===== config.mk =====
export PLATFORM = sky130hd
export DESIGN_NAME = lcd_text_arbiter
export DESIGN_NICKNAME = d
export VERILOG_FILES = /design/src/rtl/lcd_text_arbiter.sv
export SDC_FILE = /design/constraint.sdc
export NUM_CORES = 1
export LEC_CHECK = 0
export CAP_MARGIN = 40
export CORE_MARGIN = 2
export CORE_UTILIZATION = 35
export DETAILED_ROUTE_END_ITERATION = 10
export PLACE_DENSITY = 0.61
export SLEW_MARGIN = 30
export SYNTH_ARGS = -nofsm -noshare
export SYNTH_HDL_FRONTEND = slang
export SYNTH_SLANG_ARGS = --single-unit

===== constraint.sdc =====
create_clock -name Clk -period 2.8 [get_ports Clk]
set_clock_uncertainty 0.05 [all_clocks]
set_input_delay 0.28 -clock Clk [delete_from_list [all_inputs] [get_ports Clk]]
set_output_delay 0.28 -clock Clk [all_outputs]
set_load 0.01 [all_outputs]

===== src/rtl/lcd_text_arbiter.sv =====
// Two-source arbiter for the 32-character LCD text frame. The granted source
// edits a shadow copy that is committed atomically, then held for a dwell time.
module lcd_text_arbiter #(
  parameter int unsigned DWELL   = 50000000,
  parameter int unsigned TIMEOUT = 1000000,
  parameter int unsigned CNT_W   = 32
) (
  input  logic         Clk,
  input  logic         reset,
  input  logic         req0,
  input  logic         req1,
  output logic         gnt0,
  output logic         gnt1,
  input  logic         wr_en0,
  input  logic         wr_en1,
  input  logic [4:0]   wr_addr0,
  input  logic [4:0]   wr_addr1,
  input  logic [7:0]   wr_char0,
  input  logic [7:0]   wr_char1,
  input  logic         done0,
  input  logic         done1,
  output logic [255:0] frame,
  output logic         frame_update,
  output logic         owner,
  output logic         busy,
  output logic         timeout_err
);

  typedef enum logic [1:0] {IDLE, GRANT, COMMIT, HOLD} state_t;

  localparam logic [CNT_W-1:0] DWELL_LAST = CNT_W'(DWELL - 1);
  localparam logic [CNT_W-1:0] TO_LAST    = CNT_W'(TIMEOUT - 1);

  state_t           state_q, state_d;
  logic             src_q, src_d;
  logic             prio_q, prio_d;
  logic             owner_q, owner_d;
  logic [CNT_W-1:0] cnt_q, cnt_d;
  logic             timeout_q, timeout_d;
  logic             update_q, update_d;
  logic             load_shadow;
  logic             commit;

  logic [7:0] frame_q  [32];
  logic [7:0] shadow_q [32];

  // Only the granted source's strobes ever reach the shadow buffer.
  logic       req_sel, wr_en_sel, done_sel;
  logic [4:0] wr_addr_sel;
  logic [7:0] wr_char_sel;

  assign req_sel     = src_q ? req1     : req0;
  assign wr_en_sel   = src_q ? wr_en1   : wr_en0;
  assign done_sel    = src_q ? done1    : done0;
  assign wr_addr_sel = src_q ? wr_addr1 : wr_addr0;
  assign wr_char_sel = src_q ? wr_char1 : wr_char0;

  always_ff @(posedge Clk) begin
    if (!reset) begin
      state_q   <= IDLE;
      src_q     <= 1'b0;
      prio_q    <= 1'b0;
      owner_q   <= 1'b0;
      cnt_q     <= '0;
      timeout_q <= 1'b0;
      update_q  <= 1'b0;
    end else begin
      state_q   <= state_d;
      src_q     <= src_d;
      prio_q    <= prio_d;
      owner_q   <= owner_d;
      cnt_q     <= cnt_d;
      timeout_q <= timeout_d;
      update_q  <= update_d;
    end
  end

  always_comb begin
    state_d     = state_q;
    src_d       = src_q;
    prio_d      = prio_q;
    owner_d     = owner_q;
    cnt_d       = cnt_q;
    timeout_d   = 1'b0;
    update_d    = 1'b0;
    load_shadow = 1'b0;
    commit      = 1'b0;
    case (state_q)
      IDLE: begin
        if (req0 || req1) begin
          state_d     = GRANT;
          src_d       = (req0 && req1) ? prio_q : !req0;
          load_shadow = 1'b1;
          cnt_d       = '0;
        end
      end
      GRANT: begin
        // prio_q names the source favoured on the next tie: the one not just served.
        if (done_sel) begin
          state_d = COMMIT;
          prio_d  = !src_q;
        end else if (!req_sel) begin
          state_d = IDLE;
          prio_d  = !src_q;
        end else if (wr_en_sel) begin
          cnt_d = '0;
        end else if (cnt_q == TO_LAST) begin
          state_d   = IDLE;
          prio_d    = !src_q;
          timeout_d = 1'b1;
        end else begin
          cnt_d = cnt_q + CNT_W'(1);
        end
      end
      COMMIT: begin
        commit   = 1'b1;
        owner_d  = src_q;
        state_d  = HOLD;
        cnt_d    = '0;
        update_d = 1'b1;
      end
      HOLD: begin
        if (cnt_q == DWELL_LAST) begin
          state_d = IDLE;
        end else begin
          cnt_d = cnt_q + CNT_W'(1);
        end
      end
      default: state_d = IDLE;
    endcase
  end

  always_ff @(posedge Clk) begin
    if (!reset) begin
      for (int i = 0; i < 32; i++) begin
        frame_q[i]  <= 8'h20;
        shadow_q[i] <= 8'h20;
      end
    end else begin
      if (load_shadow) begin
        shadow_q <= frame_q;
      end else if (state_q == GRANT && wr_en_sel) begin
        shadow_q[wr_addr_sel] <= wr_char_sel;
      end
      if (commit) begin
        frame_q <= shadow_q;
      end
    end
  end

  generate
    for (genvar gi = 0; gi < 32; gi++) begin : g_frame
      assign frame[8*gi +: 8] = frame_q[gi];
    end
  endgenerate

  assign gnt0         = (state_q == GRANT) && !src_q;
  assign gnt1         = (state_q == GRANT) && src_q;
  assign busy         = (state_q != IDLE);
  assign owner        = owner_q;
  assign frame_update = update_q;
  assign timeout_err  = timeout_q;

endmodule


Word-level counts from Yosys, hierarchy flattened
Cells that the tools add are included.
{ "word_totals": {"ff_bits": 551, "in_bits": 34, "output_inout_bits": 262} }
{ "op_classes": {"n_addsub": 1, "magnitude_cmp": 2, "eq_ne": 15, "mux": 33, "n_bitwise": 4, "n_reduce_logical": 16} }
{ "ops": {"columns": ["op", "count"], "rows": [
  ["256-bit two-way mux", 2],
  ["256-bit bitwise mux", 1],
  ["32-bit two-way mux", 6],
  ["32-bit case mux with 4 select lines", 1],
  ["8-bit demux with 5-bit select", 1],
  ["32-bit by 1-bit adder with 32-bit output (second input constant)", 1],
  ["32-bit by 20-bit == test with 1-bit output (second input constant)", 1],
  ["32-bit by 26-bit == test with 1-bit output (second input constant)", 1],
  ["8-bit two-way mux", 2],
  ["1-bit two-way mux", 12],
  ["2-bit two-way mux", 6],
  ["2-bit != test (second input constant)", 5],
  ["4-bit != test (second input constant)", 2],
  ["2-bit case mux with 4 select lines", 1],
  ["6-bit greater-or-equal comparator (second input constant)", 1],
  ["6-bit by 1-bit < comparator with 1-bit output (second input constant)", 1],
  ["5-bit NOT with 6-bit output", 1],
  ["1-bit logical AND", 5],
  ["5-bit two-way mux", 1],
  ["5-bit AND reduction", 1],
  ["5-bit OR reduction", 1],
  ["2-bit == test (second input constant)", 2],
  ["4-bit AND reduction", 1],
  ["2-bit nonzero test", 2],
  ["10 further kinds", 13]
]} }

Depth between registers and ports, before layout
{ "logic_depth": {"word_depth": 9, "mapped_depth": 9} }

Worst setup path before layout
Ideal clock, no wire load.
{ "synth_timing": {"path_type": "register to register", "start": "reg with a tool-made name", "end": "reg cnt_q[3]", "setup_time_ns": 0.070, "arrival_ns": 1.909, "t_required_ns": 2.680, "slack_ns": 0.771, "stages_incl_launch_ff": 9, "synth_period_minus_slack_ns": 2.029, "path_cell_list": "dfxtp_1 -> buf_2 -> and4b_1 -> and4_1 -> a32o_1 -> and2_4 -> buf_6 -> or4_1 -> a21oi_1"} }
{ "synth_lines": {"columns": ["element", "line", "text"], "rows": [
  ["to (signal assigned)", "72", "cnt_q <= cnt_d;"],
  ["to (decl)", "38", "logic [CNT_W-1:0] cnt_q, cnt_d;"]
]} }

Worst setup path after layout
{ "layout_timing": {"start": "reg src_q", "end": "reg shadow_q[234] in the netlist's numbering"} }
{ "layout_via": {"elab_chain_len": 9, "word_cells_on_any_way": 14, "cone_classes": "order compare (2); mux (8); bitwise (1); reduce/logical (3)"} }
{ "layout_rtl": {"columns": ["element", "line", "text"], "rows": [
  ["from (decl)", "35", "logic src_q, src_d;"],
  ["from (signal assigned)", "69", "src_q <= src_d;"],
  ["5-bit two-way mux", "55", "assign wr_addr_sel = src_q ? wr_addr1 : wr_addr0;"],
  ["5-bit NOT with 6-bit output (not written as such)", "143", "shadow_q[wr_addr_sel] <= wr_char_sel;"],
  ["6-bit greater-or-equal comparator (not written as such) / 6-bit by 1-bit < comparator with 1-bit output (equally long branches)", "143", null],
  ["1-bit logical AND (not written as such)", "143", null],
  ["8-bit two-way mux (not written as such)", "143", null],
  ["8-bit demux with 5-bit select", "143", null],
  ["256-bit bitwise mux", "143", null],
  ["256-bit two-way mux", "142", "end else if (state_q == GRANT && wr_en_sel) begin"],
  ["256-bit two-way mux", "140", "if (load_shadow) begin"],
  ["to (signal assigned)", "141", "shadow_q <= frame_q;"],
  ["to (signal, indexed assignment)", "143", null],
  ["to (decl)", "45", "logic [7:0] shadow_q [32];"]
]} }
Several ways; a longest one is shown, not always the timed one. The select of a mux whose other input is x is not followed.
A chain may end at the register's enable or synchronous reset.

==> flow_summary.rst <==
.. list-table::
   :header-rows: 1

   * - Metric
     - Value
   * - Outcome
     - finished, final reports clean
   * - Count of filler cells inserted in the layout
     - 5,875
   * - Number of different library cells in the post-synthesis netlist
     - 61
   * - Crit path required time
     - 3270 ps
   * - Launching element type of the critical path
     - register
   * - # port buffers
     - 295
   * - Hold violation total from the final report
     - 0
   * - Slew at the pin closest to its max-slew limit
     - 768 ps
   * - Share of synthesized cell area in and, or, nand and nor gates
     - 0.188
   * - Minimum clock period
     - 2580 ps
   * - Cell repeated most along the worst path
     - sky130_fd_sc_hd__buf_4
   * - Dpl hpwl
     - 45,600 um
   * - RSZ-0062 raised after global routing
     - false
   * - Post-synthesis mux area share
     - 0.108
   * - Overall die area
     - 64,700 um^2
   * - WL/cell
     - 18.9 um
   * - Arrival time at the worst endpoint
     - 3060 ps
   * - Fin Hold WS
     - 400 ps
   * - Vertical extent of the die
     - 254 um
   * - Internal reg-to-reg setup slack
     - 220 ps
   * - Crit. path cell count
     - 8
   * - H-tree levels
     - 2
   * - Met1 Track Usage GR
     - 0.277
   * - Count of flip-flops with a built-in enable after synthesis
     - 0
   * - Register bit total from synthesis
     - 551
   * - Final Max Tran Viols
     - 0
   * - Worst-path fanout max
     - 25
   * - Total congestion overflow after global routing
     - 0
   * - Final layout net count
     - 2,908
   * - Synth warn
     - 0
   * - Pre-antenna DRT Iters
     - 5
   * - Number of global-route vias before repair
     - 18,700
   * - IO Count
     - 296
   * - Highest cell delay on the worst timing path
     - 630 ps
   * - Top Family by Delay on Critical Path
     - buffers and inverters
   * - Average via count per standard cell
     - 5.18
   * - Routability congestion estimate from global placement
     - 0.864
   * - Highest clock rate
     - 387 MHz
   * - Class of the tightest hold or removal check
     - reg2reg
   * - Violation count after the first detailed-route iteration
     - 1,379
   * - Leakage
     - 10.1 nW
   * - Peak supply drop
     - 0.000440 V
   * - Clock root buffer
     - sky130_fd_sc_hd__clkbuf_16
   * - Synth Net Count
     - 2,658
   * - Top FF cell, synth
     - sky130_fd_sc_hd__dfxtp_1
   * - Met3 Resource Use GR
     - 0.0519
   * - Die Width
     - 254 um
   * - Cells traversed along the worst timing path
     - buf_4 -> mux2i_1 -> buf_4 -> nor2_4 -> buf_16 -> buf_4 -> mux2i_1 -> a21oi_1
   * - Number of instances in the synthesized netlist
     - 2,622
   * - Share of final-layout standard cells stronger than drive strength 1
     - 0.0767
   * - Routed wire length
     - 70,900 um
   * - Remaining max-slew budget at the tightest pin
     - 0.488
   * - Max Root-Sink Buffers
     - 3
   * - Final setup violation count
     - 0
   * - Met2 capacity usage during global routing
     - 0.349
   * - Compound-cell area share of the yosys netlist
     - 0.161
   * - Source-to-sink clock delay at the later pin of the worst-skew pair
     - 600 ps
   * - Buffers & Inverters on Critical Path
     - 4
   * - Post-CTS clock slew at the launch and capture registers of the worst setup and hold paths
     - 60 ps
   * - Critical Path Sink Type
     - register
   * - Reported max-cap violation count
     - 0
   * - Total power density per cell area
     - 675 nW/um^2
   * - Endpoint of the most critical setup path
     - shadow_q[234]$_SDFFE_PN0P_
   * - Post-layout instance count excluding filler cells
     - 3,743
   * - Most used routing layer
     - met2
   * - Area of the mapped netlist
     - 21,900 um^2
   * - Floorplan Core Area
     - 61,800 um^2
   * - Register area share after synthesis
     - 0.503
   * - Number of antenna repair diodes
     - 0
   * - Synth Area in Adders
     - 0.00114
   * - Dominant combinational cell family by area after synthesis
     - simple AND/OR/NAND/NOR gates
   * - Worst setup path category
     - reg2reg
   * - Area growth, synth to finish
     - 28.6%
   * - Worst setup startpoint
     - src_q$_SDFFE_PN0P_
   * - Post-Syn Area per Cell
     - 8.37 um^2
   * - # placed instances
     - 3,649
   * - Cts bufs inserted
     - 57
   * - Post-detailed-route count of antenna-violating nets
     - 0
   * - Effective utilization at floorplan
     - 0.355
   * - Global routing usage summed across all routing layers
     - 0.212
   * - Share of the core filled with cells in the final layout
     - 0.456
   * - TritonCTS clock tree
     - done
   * - Worst R2R Start
     - src_q$_SDFFE_PN0P_
   * - Postcts setup bufs
     - 0
   * - Count of vias placed by the detailed router
     - 19,400
   * - Fraction of synthesis flops using an asynchronous set or reset pin
     - 0
   * - Residual DRC
     - 0
   * - Antenna violations before repair
     - 0
   * - R2r endpoint
     - shadow_q[234]$_SDFFE_PN0P_
   * - Clock net sink count
     - 551
   * - Largest net degree at the start of global routing
     - 133
   * - Standard cell with the maximum stage delay on the critical path
     - sky130_fd_sc_hd__dfxtp_2
   * - Worst R2R Path Depth
     - 8
   * - Final cycle utilization of the critical path
     - 0.923
   * - Post-synthesis share of cell area spent on xor and xnor gates
     - 0
   * - Count of standard-cell rows
     - 91
   * - Global-route wire length before repair
     - 108,000 um
## layout by cell type (no fill, tap or decap), drive strengths merged, types with 3 or more instances in the layout
| cell type | count |
|---|---|
| a211oi | 21 |
| a21o | 9 |
| a21oi | 499 |
| a31oi | 7 |
| and2 | 19 |
| and3 | 7 |
| and4 | 6 |
| buf | 97 |
| bufinv | 4 |
| clkbuf | 80 |
| clkdlybuf4s50 | 294 |
| clkinv | 9 |
| dfxtp | 551 |
| inv | 7 |
| mux2i | 235 |
| nand2 | 773 |
| nand2b | 7 |
| nand3 | 55 |
| nand3b | 3 |
| nand4 | 14 |
| nand4b | 3 |
| nor2 | 48 |
| nor2b | 20 |
| nor3 | 14 |
| nor4 | 4 |
| nor4b | 4 |
| o211ai | 6 |
| o21a | 5 |
| o21ai | 61 |
| o22ai | 4 |
| o31ai | 6 |
| o32ai | 3 |
| or4 | 6 |
## registers in the layout, indices dropped and copies added (netlist names), named ones only
register / flops
owner: 1
src_q: 1
prio_q: 1
timeout_err: 1
cnt_q: 32
state_q: 1
frame_update: 1
frame: 256
shadow_q: 256
## worst min-delay path by stage
stage | from | endpoint | slack (ps) | cells after the start
finish | shadow_q[203]$_SDFFE_PN0P_ | frame[51]$_SDFFE_PN0P_ | 400 | 2
global route | shadow_q[96]$_SDFFE_PN0P_ | frame[152]$_SDFFE_PN0P_ | 410 | 2
CTS | shadow_q[161]$_SDFFE_PN0P_ | frame[89]$_SDFFE_PN0P_ | 400 | 2
detailed placement | shadow_q[222]$_SDFFE_PN0P_ | frame[38]$_SDFFE_PN0P_ | 390 | 2
global placement | shadow_q[192]$_SDFFE_PN0P_ | frame[56]$_SDFFE_PN0P_ | 380 | 2
floorplan | shadow_q[248]$_SDFFE_PN0P_ | frame[0]$_SDFFE_PN0P_ | 380 | 2
## layer usage
layer	vias up	share of wire
li1	9374	-
met1	9364	0.44
met2	534	0.47
met3	110	0.068
met4	0	0.022
met5	-	0
## cell families after synthesis
kind of cell               Yosys count
adders and majority gates            2
DFF                                551
muxes                              236
buffers and inverters              208
and+or+nand+nor                    990
AOI/OAI and AO/OA                  635
## worst min-delay path, stage by stage, from the launching register on
cell,delay (ps)
sky130_fd_sc_hd__dfxtp_1,310
sky130_fd_sc_hd__nand2_1,50
sky130_fd_sc_hd__a21oi_1,50
## layout make-up
type	instances	area [um^2]	area share
multi-input cells	1863	10100	0.360
repair buffers	392	4160	0.148
clock buffers	80	1610	0.0572
flip-flops and latches	551	11000	0.391
clock inverters	13	180	0.00639
well taps	837	1050	0.0371
inverters	7	33.8	0.00120
## per-stage QoR
stage / setup TNS, ps / area (um^2) / power, mW / setup slack [ps]
detailed placement: 0 / 26400 / 11.8 / 28.8
finish: 0 / 28200 / 19.1 / 216
global placement: -562 / 26400 / 11.7 / -97.5
floorplan: 0 / 21900 / 10.4 / 771
global route: 0 / 28200 / 19.8 / 86.3
CTS: 0 / 28200 / 19.2 / 192
## what timing repair did
item	CTS	global route
hold buffers	1	0
endpoints found under the setup margin	0	2
gates resized for setup	0	1
hold endpoints to repair	2	0
## where the power goes
group          internal [mW]  switching (mW)  total, mW
sequential              8.28           0.261       8.54
clock                   4.34            3.13       7.47
combinational           1.23            1.81       3.04
total                   13.9            5.20       19.1
## synthesized netlist by cell type, types with 3 or more instances
library cell,count,area (um^2)
sky130_fd_sc_hd__nand2_1,773,2900
sky130_fd_sc_hd__dfxtp_1,551,11000
sky130_fd_sc_hd__a21oi_1,478,2390
sky130_fd_sc_hd__mux2i_1,234,2340
sky130_fd_sc_hd__clkbuf_1,159,597
sky130_fd_sc_hd__o21ai_0,56,280
sky130_fd_sc_hd__nand3_1,53,265
sky130_fd_sc_hd__nor2_1,48,180
sky130_fd_sc_hd__buf_2,29,145
sky130_fd_sc_hd__a211oi_1,20,150
sky130_fd_sc_hd__nor2b_1,20,125
sky130_fd_sc_hd__a21oi_2,15,131
sky130_fd_sc_hd__nand4_1,14,87.6
sky130_fd_sc_hd__and2_1,13,81.3
sky130_fd_sc_hd__nor3_1,13,65.1
sky130_fd_sc_hd__a21o_1,9,67.6
sky130_fd_sc_hd__a31oi_1,7,43.8
sky130_fd_sc_hd__and3_1,7,43.8
sky130_fd_sc_hd__inv_1,7,26.3
sky130_fd_sc_hd__nand2b_1,7,43.8
sky130_fd_sc_hd__a21oi_4,6,97.6
sky130_fd_sc_hd__and4_1,6,52.6
sky130_fd_sc_hd__buf_1,6,22.5
sky130_fd_sc_hd__o211ai_1,6,45.0
sky130_fd_sc_hd__o31ai_1,6,45.0
sky130_fd_sc_hd__or4_1,6,45.0
sky130_fd_sc_hd__and2_0,5,31.3
sky130_fd_sc_hd__buf_4,5,37.5
sky130_fd_sc_hd__o21a_1,5,37.5
sky130_fd_sc_hd__nor4_1,4,25.0
sky130_fd_sc_hd__nor4b_1,4,35.0
sky130_fd_sc_hd__o21ai_2,4,35.0
sky130_fd_sc_hd__o22ai_1,4,25.0
sky130_fd_sc_hd__nand3b_1,3,22.5
sky130_fd_sc_hd__nand4b_1,3,26.3
sky130_fd_sc_hd__o32ai_1,3,26.3
Note: power is estimated with default switching activity, not from simulation.
==> edit 1 (config.mk and constraints unchanged) <==
Change the parameter `CNT_W` from 32 to 16.
--- a/src/rtl/lcd_text_arbiter.sv
+++ b/src/rtl/lcd_text_arbiter.sv
@@ -4,5 +4,5 @@
   parameter int unsigned DWELL   = 50000000,
   parameter int unsigned TIMEOUT = 1000000,
-  parameter int unsigned CNT_W   = 32
+  parameter int unsigned CNT_W   = 16
 ) (
   input  logic         Clk,
Check against the original RTL: same outputs for any inputs over 4 cycles, from zero or initial values and one cycle with reset low; that may be too few to reach the edited logic, so the function may still have changed.
==> edit 1 against the unedited design <==
  * Wire length down 5.3%
  * Sequential cell count decreased by 16
  * Total power is 2.6% lower
  * Worst setup slack gained 0.044 ns
  * Cell area down 6.2%
  * Non-clock buffer count decreased by 11
  * Synthesized area decreased by 7.2%
==> edit 1: results (changes against the unedited design) <==
| Metric | Value |
|---|---|
| Top cells by area, synth | dfxtp_1 53%, nand2_1 14%, o211ai_1 8.4%, nand3_1 6.7%, a21oi_1 6.6% |
| Worst path max stage delay | 0.53 ns (-0.10 ns) |
| Sequential share of the synthesized area | 0.526 (+0.0233) |
| Root Buffer | clkbuf_16 |
| First-pass GRT wire length | 103000 µm (-4.6%) |
| Worst hold start | shadow_q[234] |
| Filler cells | 5429 (-7.6%) |
| Clock slew at reported path FFs | 0.06 ns (about the same) |
| H-tree levels | 2 (unchanged) |
| Setup bufs post-CTS | 0 (unchanged) |
| Initial DRC Count | 1698 (+23%) |
| Share of flip-flops with an asynchronous set or reset | 0 (unchanged) |
| Place WS | -0.0935 ns (-0.122 ns) |
| Vias in the first global route | 17700 (-5.3%) |
| Dpl hpwl | 41800 µm (-8.2%) |
| Hold-critical path depth | 2 (unchanged) |
| Wirelength, routed | 67200 µm (-5.3%) |
| Vias per Instance | 5.40 (+4.3%) |
| CTS buffer count | 57 (unchanged) |
| FF-to-FF path depth | 7 (-1) |
| Yosys cell types | 51 (-16%) |
| Top delay family on crit path | compound AO/OA/AOI/OAI gates |
| DRT Pass-1 Iters | 6 (+1) |
| Slew @ Worst Pin | 0.781 ns (+0.0130 ns) |
| Top FF cell, synth | dfxtp_1 |
| Ys Warns | 0 (unchanged) |
| P_leak | 0.00866 µW (-14%) |
| Worst IR Drop VDD | 0.470 mV (+6.9%) |
| Worst hold margin | 0.398 ns (-0.00200 ns) |
| GP Congestion | 0.833 (-3.5%) |
| Reg2reg end | shadow_q[109] |
| Port Buffers | 295 (unchanged) |
| Worst R2R Setup Slack | 0.26 ns (+0.04 ns) |
| Net Count, Synth | 2526 (-5.0%) |
| Initial antenna violation count | 4 (+4) |
| Fraction of layout cells with a size suffix above 1 | 0.0865 (+0.00976) |
| Largest net degree at the start of global routing | 134 (+0.75%) |
| CP max stage cell | a21oi_2 |
| Net count, final | 2752 (-5.4%) |
| Top cells by count, synth | 750 x nand2_1, 535 x dfxtp_1, 271 x nand3_1, 270 x a21oi_1, 228 x o211ai_1 |
| Worst EP arrival | 2.95 ns (-0.11 ns) |
| Worst Path Max Fanout | 25 (unchanged) |
| Hold EP | frame[18] |
| Worst hold path class | reg -> reg |
| Clock Latency Late Sink | 0.62 ns (+0.02 ns) |
| Total Routing Usage GR | 0.216 (+0.00360) |
| Clock buffer depth | 3 (unchanged) |
| Number of setup violations in the final report | 0 (unchanged) |
| RR Startpoint | src_q |
| Status | completed |
## edit 1: cells by family (layout without fill, tap and decap cells)
| family | after synthesis | after routing | share of synthesized area |
|---|---|---|---|
| AOI/OAI and AO/OA | 600 | 600 | 0.186 |
| adders and majority gates | 1 | 1 | 0.000614 |
| buffers and inverters | 218 | 490 | 0.0430 |
| DFF | 535 | 535 | 0.526 |
| muxes | 12 | 12 | 0.00701 |
| other | 0 | 1 | 0 |
| and+or+nand+nor | 1125 | 1125 | 0.237 |
## edit 1: power breakdown
| group | internal [µW] | switching [µW] | total [µW] | leakage [µW] |
|---|---|---|---|---|
| Combinational | 758 | 1440 | 2200 | 0.00331 |
| Sequential | 8060 | 279 | 8340 | 0.00435 |
| Clock | 4820 | 3200 | 8020 | 0.00100 |
| Total | 13600 | 4920 | 18600 | 0.00866 |
## edit 1: worst max-delay path by stage
stage / end / from / cells after the start
2_1_floorplan: cnt_q[6] / cnt_q[0] / 7
3_3_place_gp: shadow_q[125] / src_q / 7
3_5_place_dp: shadow_q[6] / src_q / 8
4_1_cts: shadow_q[125] / src_q / 7
5_1_grt: shadow_q[13] / src_q / 7
6_report: shadow_q[109] / src_q / 7
## edit 1: timing repair
item	CTS	global route
setup endpoints to repair	5	19
endpoints found under the hold margin	2	0
gates cloned	0	0
resized for setup	1	3
hold buffers	1	0
## edit 1: through the flow
step                      std cells  instance area [µm²]
after floorplan                2491                20400
after global placement         3419                24300
after detailed placement       3421                24400
after CTS                      3527                26400
after global routing           3528                26500
final                          3529                26500
## edit 1: final cells by class
class,count,area share
antenna,1,0.0000945
clock buffer,79,0.0631
inverter,4,0.000851
multi-input combinational,1738,0.337
clock inverter,26,0.0131
sequential,535,0.405
tap,765,0.0362
timing repair buffer,381,0.145
## edit 1: worst reg2reg max path, delay by kind of cell (launching register included)
family                 cells  cell delay [ns]
DFF                        1             0.47
AOI/OAI and AO/OA          3             0.77
and+or+nand+nor            1             0.21
muxes                      1             0.48
buffers and inverters      2             0.41
## edit 1: layer usage
| layer | wire [µm] | up-vias | GRT usage |
|---|---|---|---|
| li1 | - | 9110 | - |
| met1 | 30100 | 9173 | 0.300 |
| met2 | 31100 | 671 | 0.341 |
| met3 | 4510 | 103 | 0.0419 |
| met4 | 1450 | 6 | 0.0606 |
| met5 | 36 | - | 0 |
==> edit 2 (config.mk and constraints unchanged) <==
Without the edit above. Encoding of `state_t`: now one-hot (4 bits for 4 states).
--- a/src/rtl/lcd_text_arbiter.sv
+++ b/src/rtl/lcd_text_arbiter.sv
@@ -27,5 +27,5 @@
 );
 
-  typedef enum logic [1:0] {IDLE, GRANT, COMMIT, HOLD} state_t;
+  typedef enum logic [3:0] {IDLE = 4'b0001, GRANT = 4'b0010, COMMIT = 4'b0100, HOLD = 4'b1000} state_t;
 
   localparam logic [CNT_W-1:0] DWELL_LAST = CNT_W'(DWELL - 1);
Function: same outputs for any inputs over 4 cycles, from zero or initial values and one cycle with reset low; so few cycles prove little.
==> edit 2 against the unedited design <==
  * The run now ends with design-rule violations left
  * Critical path depth decreased by 5
  * Total power is 10% higher
  * Sequential cell count is 2 higher
  * Synthesized area grew 2.5%
  * Worst setup slack worse by 0.17 ns
  * Cell area up 1.4%
  * Wire length grew 0.12%
==> edit 2: results (changes against the unedited design) <==
| Metric | Value |
|---|---|
| Status | finished, violations left |
| Failing checks | design-rule violations |
| Top delay family on crit path | simple AND/OR/NAND/NOR gates |
| Top cells by count, synth | 759 x nand2_1, 553 x dfxtp_1, 479 x a21oi_1, 233 x mux2i_1, 156 x clkbuf_1 |
| Net count, final | 2898 (-0.34%) |
| Worst IR Drop VDD | 0.455 mV (+3.5%) |
| Psw | 6290 µW (+21%) |
| Top sig layer | met5 |
| Largest net degree at the start of global routing | 115 (-14%) |
| Area fraction in compound gates after synthesis | 0.177 (+0.0161) |
| Sequential share of the synthesized area | 0.492 (-0.0106) |
| Dpl hpwl | 44300 µm (-2.8%) |
| Worst hold path class | in -> reg |
| Worst EP arrival | 2.42 ns (-0.64 ns) |
| First-pass GRT wire length | 109000 µm (+0.22%) |
| CTS buffer count | 58 (+1.8%) |
| M1 GR Usage | 0.274 (-0.00331) |
| Met1 wire length | 31200 µm (-0.17%) |
| Initial DRC Count | 1498 (+8.6%) |
| Port Buffers | 295 (unchanged) |
| Mux share of post-synthesis cell area | 0.105 (-0.00290) |
| RR Startpoint | state_q[2] |
| Hold EP | frame[29] |
| Wirelength, routed | 71000 µm (+0.12%) |
| Initial antenna violation count | 3 (+3) |
| Vias in the first global route | 18700 (+0.22%) |
| Met2 Track Usage GR | 0.331 (-0.0182) |
| Max_slew headroom | 0.449 (-0.0394) |
| Worst hold start | reset |
| Top cells by area, synth | dfxtp_1 49%, nand2_1 13%, a21oi_1 11%, mux2i_1 10%, clkbuf_1 2.6% |
| P_leak | 0.0102 µW (+0.54%) |
| Place WS | -0.0445 ns (-0.0734 ns) |
| Worst R2R Setup Slack | 0.14 ns (-0.08 ns) |
| Synth Area in Adders | 0.000556 (-0.000584) |
| Total Routing Usage GR | 0.205 (-0.00782) |
| Reg2reg end | shadow_q[165] |
| Post-route DRC | 1 (+1) |
| GP Congestion | 0.827 (-4.2%) |
| Post-CTS sizing | 1 (+1) |
| Fraction of layout cells with a size suffix above 1 | 0.0877 (+0.0109) |
| Clock Latency Late Sink | 0.62 ns (+0.02 ns) |
| GRT met3 Usage | 0.0434 (-0.00857) |
| Yosys cell types | 67 (+9.8%) |
| CP max stage cell | or4b_4 |
| Vias per Instance | 5.24 (+1.2%) |
| DRT Pass-1 Iters | 11 (+6) |
| FF-to-FF path depth | 7 (-1) |
| WL met3 | 4970 µm (+2.9%) |
| Net Count, Synth | 2670 (+0.45%) |
[edit 2: cell count changes after synthesis, moves of 6 or more]
cell	change
nand2_1	-14
o311ai_0	+23
o21ai_0	-50
nor3_1	-8
buf_2	+8
o21ai_4	+15
o21ai_1	+41
o41ai_2	+17
and2_1	+6
a21o_1	-7
[edit 2: power groups by stage]
stage | Clock (µW) | Combinational [µW] | Sequential [µW]
after CTS | 8000 | 4430 | 8780
after global routing | 8300 | 4720 | 8850
after floorplan | 0 | 2860 | 8870
after global placement | 0 | 4320 | 8910
after detailed placement | 0 | 4420 | 8950
final | 7810 | 4400 | 8790
[edit 2: metrics by stage]
stage / cells / hold WS (ns) / util / TNS (ns) / area, µm²
after detailed placement: 3647 / 0.392 / 0.421 / -0.151 / 26600
final: 3755 / 0.0326 / 0.452 / 0 / 28600
after CTS: 3753 / 0.00945 / 0.451 / 0 / 28600
after global placement: 3646 / 0.385 / 0.420 / 0 / 26600
after floorplan: 2635 / 0.381 / - / 0 / 22500
after global routing: 3755 / 0.0434 / 0.452 / 0 / 28600
[edit 2: worst max path at each step]
stage,from,endpoint,slack [ns],depth (start not counted)
final,state_q[2],gnt0,0.05,3
after global routing,cnt_q[0],cnt_q[4],0.008,8
after CTS,state_q[2],gnt0,0.01,3
after detailed placement,req0,cnt_q[8],-0.04,7
after global placement,state_q[2],shadow_q[197],0.01,7
after floorplan,cnt_q[0],cnt_q[23],0.59,8
[edit 2: cell type report]
class	instances	area, µm²
Fill cell	6019	34700
Sequential cell	553	11100
Multi-Input combinational cell	1866	10600
Timing Repair Buffer	373	3860
Clock buffer	81	1670
Tap cell	846	1060
Clock inverter	25	273
Inverter	11	48.8
